`src/rtl/tx_swizzler_pkg.sv`:
```
// Shared TX-side constants, flusher control markers and lane popcount helper.
// Optional build macro used by tx_swizzler: TX_SWIZZLER_DROP_ERR_EN.
`ifndef TX_PACK_DEFS_SVH
`define TX_PACK_DEFS_SVH
`define ESC_PACK   8'hE5
`define FLUSH_PACK 8'hF1
`endif

package tx_swizzler_pkg;
  localparam int NUM_LANES        = 4;
  localparam int CHUNK_W          = 64;
  localparam int CHUNKS_PER_FRAME = 3;
  localparam int BUF_DEPTH        = 8;

  localparam int FRAME_W    = CHUNKS_PER_FRAME * CHUNK_W;
  localparam int PTR_W      = $clog2(BUF_DEPTH);
  localparam int CNT_W      = $clog2(BUF_DEPTH + 1);
  localparam int LANE_IDX_W = $clog2(NUM_LANES);
  localparam int K_W        = $clog2(NUM_LANES + 1);

  typedef logic [CHUNK_W-1:0] chunk_t;

  function automatic logic [K_W-1:0] lane_popcount(input logic [NUM_LANES-1:0] mask);
    logic [K_W-1:0] n;
    n = '0;
    for (int i = 0; i < NUM_LANES; i++) begin
      n = n + K_W'(mask[i]);
    end
    return n;
  endfunction
endpackage

```
`src/rtl/tx_swizzler_lane_mapper.sv`:
```
// Combinational lane mapper: number of available lanes and, per lane, which
// chunk (offset from the read pointer) it receives when a pop happens.
module tx_lane_mapper
  import tx_swizzler_pkg::*;
(
  input  logic [NUM_LANES-1:0]                 i_lane_avail,
  output logic [K_W-1:0]                       o_k,
  output logic [NUM_LANES-1:0][LANE_IDX_W-1:0] o_offset
);
  assign o_k = lane_popcount(i_lane_avail);

  // A lane's offset is the number of available lanes below it.
  for (genvar gi = 0; gi < NUM_LANES; gi++) begin : g_offset
    assign o_offset[gi] = LANE_IDX_W'(lane_popcount(i_lane_avail & NUM_LANES'((1 << gi) - 1)));
  end
endmodule

```
`src/rtl/tx_swizzler.sv`:
```
// Splits 192-bit flusher frames into 64-bit chunks and deals them round-robin
// onto available PCS lanes. Define TX_SWIZZLER_DROP_ERR_EN to add out_drop_err.
module tx_swizzler
  import tx_swizzler_pkg::*;
(
  input  logic                           clk,
  input  logic                           reset_n,
  input  logic                           in_enable,
  input  logic [FRAME_W-1:0]             in_txdata,
  input  logic                           in_txdata_valid,
  output logic                           out_idle,
  input  logic [NUM_LANES-1:0]           in_lane_avail,
  output logic [NUM_LANES*CHUNK_W-1:0]   out_lane_data,
  output logic [NUM_LANES-1:0]           out_lane_valid
`ifdef TX_SWIZZLER_DROP_ERR_EN
  ,
  output logic                           out_drop_err
`endif
);
  chunk_t                              r_buf [BUF_DEPTH];
  logic [PTR_W-1:0]                    r_rd_ptr;
  logic [PTR_W-1:0]                    r_wr_ptr;
  logic [CNT_W-1:0]                    r_count;
  logic [NUM_LANES-1:0]                r_lane_valid;

  logic [K_W-1:0]                      w_k;
  logic [NUM_LANES-1:0][LANE_IDX_W-1:0] w_offset;
  logic                                w_push;
  logic                                w_pop;
  logic [CNT_W-1:0]                    w_count_next;

  tx_lane_mapper u_mapper (
    .i_lane_avail (in_lane_avail),
    .o_k          (w_k),
    .o_offset     (w_offset)
  );

  // Room for a whole frame is required before accepting one.
  assign out_idle = in_enable && reset_n &&
                    (r_count <= CNT_W'(BUF_DEPTH - CHUNKS_PER_FRAME));
  assign w_push   = in_txdata_valid && out_idle;
  // Only pop when every available lane can be filled from chunks already held.
  assign w_pop    = in_enable && (w_k != '0) && (r_count >= CNT_W'(w_k));

  assign w_count_next = r_count
                      + (w_push ? CNT_W'(CHUNKS_PER_FRAME) : '0)
                      - (w_pop  ? CNT_W'(w_k)              : '0);

  always_ff @(posedge clk) begin
    if (w_push) begin
      for (int i = 0; i < CHUNKS_PER_FRAME; i++) begin
        r_buf[r_wr_ptr + PTR_W'(i)] <= in_txdata[i*CHUNK_W +: CHUNK_W];
      end
    end
  end

  always_ff @(posedge clk) begin
    if (!reset_n) begin
      r_count      <= '0;
      r_rd_ptr     <= '0;
      r_wr_ptr     <= '0;
      r_lane_valid <= '0;
    end else begin
      r_count      <= w_count_next;
      r_lane_valid <= w_pop ? in_lane_avail : '0;
      if (w_push) r_wr_ptr <= r_wr_ptr + PTR_W'(CHUNKS_PER_FRAME);
      if (w_pop)  r_rd_ptr <= r_rd_ptr + PTR_W'(w_k);
    end
  end

  assign out_lane_valid = r_lane_valid;

  for (genvar gi = 0; gi < NUM_LANES; gi++) begin : g_lane
    logic [PTR_W-1:0] w_rd_idx;
    chunk_t           r_data;

    assign w_rd_idx = r_rd_ptr + PTR_W'(w_offset[gi]);

    // Unpopped lanes keep their last chunk.
    always_ff @(posedge clk) begin
      if (!reset_n) begin
        r_data <= '0;
      end else if (w_pop && in_lane_avail[gi]) begin
        r_data <= r_buf[w_rd_idx];
      end
    end

    assign out_lane_data[gi*CHUNK_W +: CHUNK_W] = r_data;
  end

`ifdef TX_SWIZZLER_DROP_ERR_EN
  logic w_drop;
  logic r_drop_err;

  assign w_drop = in_enable && reset_n && in_txdata_valid && !out_idle;

  always_ff @(posedge clk) begin
    if (!reset_n) begin
      r_drop_err <= 1'b0;
    end else if (w_drop) begin
      r_drop_err <= 1'b1;
    end
  end

  assign out_drop_err = r_drop_err;

`ifdef PCS_SIM
  always_ff @(posedge clk) begin
    assert (!w_drop) else $fatal(1, "tx_swizzler: frame offered while not idle");
  end
`endif
`endif
endmodule

```
`config.mk`:
```
export PLATFORM = sky130hd
export DESIGN_NAME = tx_swizzler
export DESIGN_NICKNAME = d
export VERILOG_FILES = /design/src/rtl/tx_swizzler_pkg.sv /design/src/rtl/tx_swizzler_lane_mapper.sv /design/src/rtl/tx_swizzler.sv
export SDC_FILE = /design/constraint.sdc
export NUM_CORES = 2
export LEC_CHECK = 0
export CORE_MARGIN = 8
export CORE_UTILIZATION = 29
export DETAILED_ROUTE_END_ITERATION = 10
export GPL_TIMING_DRIVEN = 1
export PLACE_DENSITY = 0.55
export REMOVE_ABC_BUFFERS = 1
export SLEW_MARGIN = 20
export SYNTH_ARGS = -nofsm -noshare
export SYNTH_HDL_FRONTEND = slang
export SYNTH_SLANG_ARGS = --single-unit
```
`constraint.sdc`:
```
create_clock -name clk -period 5.75 [get_ports clk]
set_clock_uncertainty 0.15 [all_clocks]
set_input_delay 1.4375 -clock clk [delete_from_list [all_inputs] [get_ports clk]]
set_output_delay 1.4375 -clock clk [all_outputs]
set_load 0.05 [all_outputs]
```
==> impl_metrics.csv <==
group,metric,value,unit
clock_network,clkTransAtPathRegs,0.06,ns
global_route,grt_pass1_vias,42500,
clock_network,ctsResizeCount,0,
routing,vias,44200,
logic_synthesis,ys_types,43,
routing,ant_nets,0,
logic_synthesis,syn_area_per_cell,10.1,um2
pwr,power-per-cell-area,392,nW/um2
clock_network,clock_latency,0.71,ns
floorplan,die_area,187000,um2
finish,multi_input_area,27000,um2
worst_setup_path,cp_slowest_stage_delay,0.53,ns
timing,slew_violations,0,
routing,drt_iter0_markers,5585,
finish,drive_above_1_share,0.167,
timing,hold_viol,0,
logic_synthesis,synthCells,4966,
routing,drt_first_pass_iters,6,
clock_network,hold_buffers,0,
clock_network,cts-root-buf,"clkbuf_16",
finish,finalNonFillerCells,7461,
pwr,ir_worst_vdd,0.270,mV
floorplan,rows,153,
timing,max_freq,195,MHz
status,outcome,"completed",
logic_synthesis,syn_area,50300,um2
timing,setup_viol,0,
clock_network,cts_tree,"yes",
placed_design,io_buffers,460,
clock_network,clockBufferDepth,3,
flow_run,max-cap-violations,0,
timing,max_slew_margin,0.218,
worst_setup_path,crit_path_start_kind,"input pin",
global_route,globalRoute.totalOverflow,0,
timing,fin_hold_ws,0.395,ns
worst_setup_path,cp-end-kind,"register",
hold_path,hp-class,"register to register",
placed_design,hpwlAfterDp,136000,um
logic_synthesis,synth_compound_gate_area_share,0.119,
floorplan,core,173000,um2
finish,final_nets,5234,
global_route,grt.total_usage,0.235,
timing,worst_slew_pin_slew,1.17,ns
clock_network,numCtsBuffers,94,
logic_synthesis,synthMuxAreaShare,0.268,
finish,fillers,17100,
worst_setup_path,critical_path.slowest_cell,"fa_1",
worst_setup_path,arrival,5.59,ns
logic_synthesis,ys_seq_elements,782,
finish,syn2layout_area_growth,20.0,%
routing,viasPerCell,5.92,
placed_design,finalWeightedCongestion,0.876,
timing,period_minus_slack,5.14,ns
timing,fin_crit_sh,0.894,
global_route,grt_pass1_wl,318000,um
worst_setup_path,cp.required,6.20,ns
floorplan,die_w,432,um
floorplan,die-height,432,um
routing,drc_errors,0,
pwr,p_leak,20.7,nW
worst_setup_path,crit_chain,"clkdlybuf4s50_1 > fa_1 > ha_1 > fa_1 > inv_1 > ha_1 > a311oi_1 > a21oi_1 > and2_1 > fa_1 > inv_1 > ha_1 > a21o_1 > a21oi_1 > xnor2_1 > and2_1",
logic_synthesis,synth_simple_gate_area_frac,0.132,
global_route,grt_antenna_before_repair,55,
finish,seqCellArea,20800,um2
logic_synthesis,synth_xor_area_frac,0.00241,
worst_setup_path,critPathMaxFanout,2,
routing,wirelength,231000,um
timing,rsz0062_at_grt,"no",
worst_setup_path,criticalPathCategory,"input pin to register",
clock_network,htreeDepth,3,
clock_network,cts_setup_buffers,0,
logic_synthesis,synthAdderAreaFrac,0.00701,
logic_synthesis,synth_top_family_by_area,"multiplexers",
timing,fin_tns_setup,0,ns
placed_design,placed_cells,7239,
floorplan,boundaryPins,461,
floorplan,start_util,0.291,
routing,wl_per_cell,31.0,um
logic_synthesis,yosysSeqAreaShare,0.413,
logic_synthesis,yosys_warnings,0,
global_route,grt_max_degree,130,
clock_network,clock-sinks,782,
==> through the flow <==
step                total power [mW]   util  cell area (um2)  setup WS [ns]
CTS                             23.8  0.348            60300          0.695
global placement                17.5  0.330            57100        -0.0638
finish                          23.7  0.349            60400          0.611
floorplan                       14.5      -            47400          -5.85
detailed placement              17.6  0.330            57100        -0.0794
global route                    24.5  0.349            60400          0.374
==> synthesized netlist by cell type (all sizes together) <==
master,instances,area share
nand2,1160,0.087
a31oi,577,0.072
nor2,519,0.039
edfxtp,512,0.31
mux4,512,0.23
clkbuf,396,0.031
dfxtp,270,0.11
o21ai,258,0.026
buf,250,0.026
a21oi,202,0.020
mux2i,195,0.039
inv,19,0.0014
ha,17,0.0042
nand3,17,0.0017
and2,11,0.0014
xnor2,8,0.0015
fa,7,0.0028
and3,5,0.00062
nand4,5,0.00075
xor2,5,0.00087
nor2b,4,0.00050
nand2b,3,0.00037
and4,2,0.00040
nor4,2,0.00085
or3,2,0.00025
a21boi,1,0.00015
a21o,1,0.00015
a311oi,1,0.00017
a32oi,1,0.00017
and3b,1,0.00017
nand3b,1,0.00015
o211a,1,0.00020
o221ai,1,0.00017
==> cells in the final DEF (no fill, tap or decap), types with 45 or more instances in the layout <==
cell type	count
mux2i_1	195
buf_12	56
dfxtp_1	267
a31oi_1	577
mux4_2	512
diode_2	45
edfxtp_1	512
o21ai_0	258
buf_4	78
nor2_1	517
nand2_1	1158
a21oi_1	195
clkbuf_16	95
clkdlybuf4s50_1	459
==> flip-flops by register name, indices dropped and copies added, names as in the netlist <==
| register | count |
|---|---|
| r_buf | 512 |
| g_lane.r_data | 256 |
| out_lane_valid | 4 |
| r_count | 4 |
| r_rd_ptr | 3 |
| r_wr_ptr | 3 |
==> worst max-delay path, delay by kind of cell <==
kind	cells	cell delay (ns)
adder cells (fa/ha/maj)	6	2.20
AND/OR/NAND/NOR	2	0.36
XOR/XNOR	1	0.10
buffers and inverters	3	0.59
AO/OA/AOI/OAI	4	0.90
==> path summary, 6_finish.rpt <==
kind | endpoint | start | cells past startpoint | slack [ns]
setup reg to reg | r_buf[1][48] | r_wr_ptr[1] | 8 | 1.34
hold / removal | g_lane[0].r_data[43] | g_lane[0].r_data[43] | 2 | 0.39
setup / recovery | r_count[3] | in_lane_avail[0] | 16 | 0.61
hold reg to reg | g_lane[0].r_data[43] | g_lane[0].r_data[43] | 2 | 0.39
==> per-layer routing <==
metal  global-route usage  vias to the layer above  share of wire
li1                     -                    18500              -
met1                0.265                    21700           0.34
met2                0.388                     3091           0.47
met3               0.0496                      913          0.099
met4                0.183                       12          0.086
met5              0.00102                        -        0.00032
==> kinds of logic (layout without fill, tap and decap cells) <==
family / Yosys count / in the layout
compound gates: 1043 / 1043
mux: 707 / 707
other cells: 0 / 45
buf+inv: 665 / 790
simple gates: 1732 / 1732
fa+ha+maj: 24 / 24
flops: 782 / 782
xor+xnor: 13 / 13
==> final cells by class <==
type / instances / share of cell area
Clock inverter: 47 / 0.00877
Timing Repair Buffer: 594 / 0.105
Antenna cell: 45 / 0.00186
Tap cell: 2325 / 0.0482
Inverter: 19 / 0.00118
Clock buffer: 130 / 0.0435
Sequential cell: 782 / 0.344
Multi-Input combinational cell: 3519 / 0.448
==> power by group <==
| part | switching (mW) | internal, mW | leakage (nW) |
|---|---|---|---|
| clock | 2.64 | 3.54 | 1.52 |
| sequential | 0.526 | 6.56 | 6.84 |
| combinational | 6.12 | 4.28 | 12.3 |
Power figures use the tool's default switching activity.
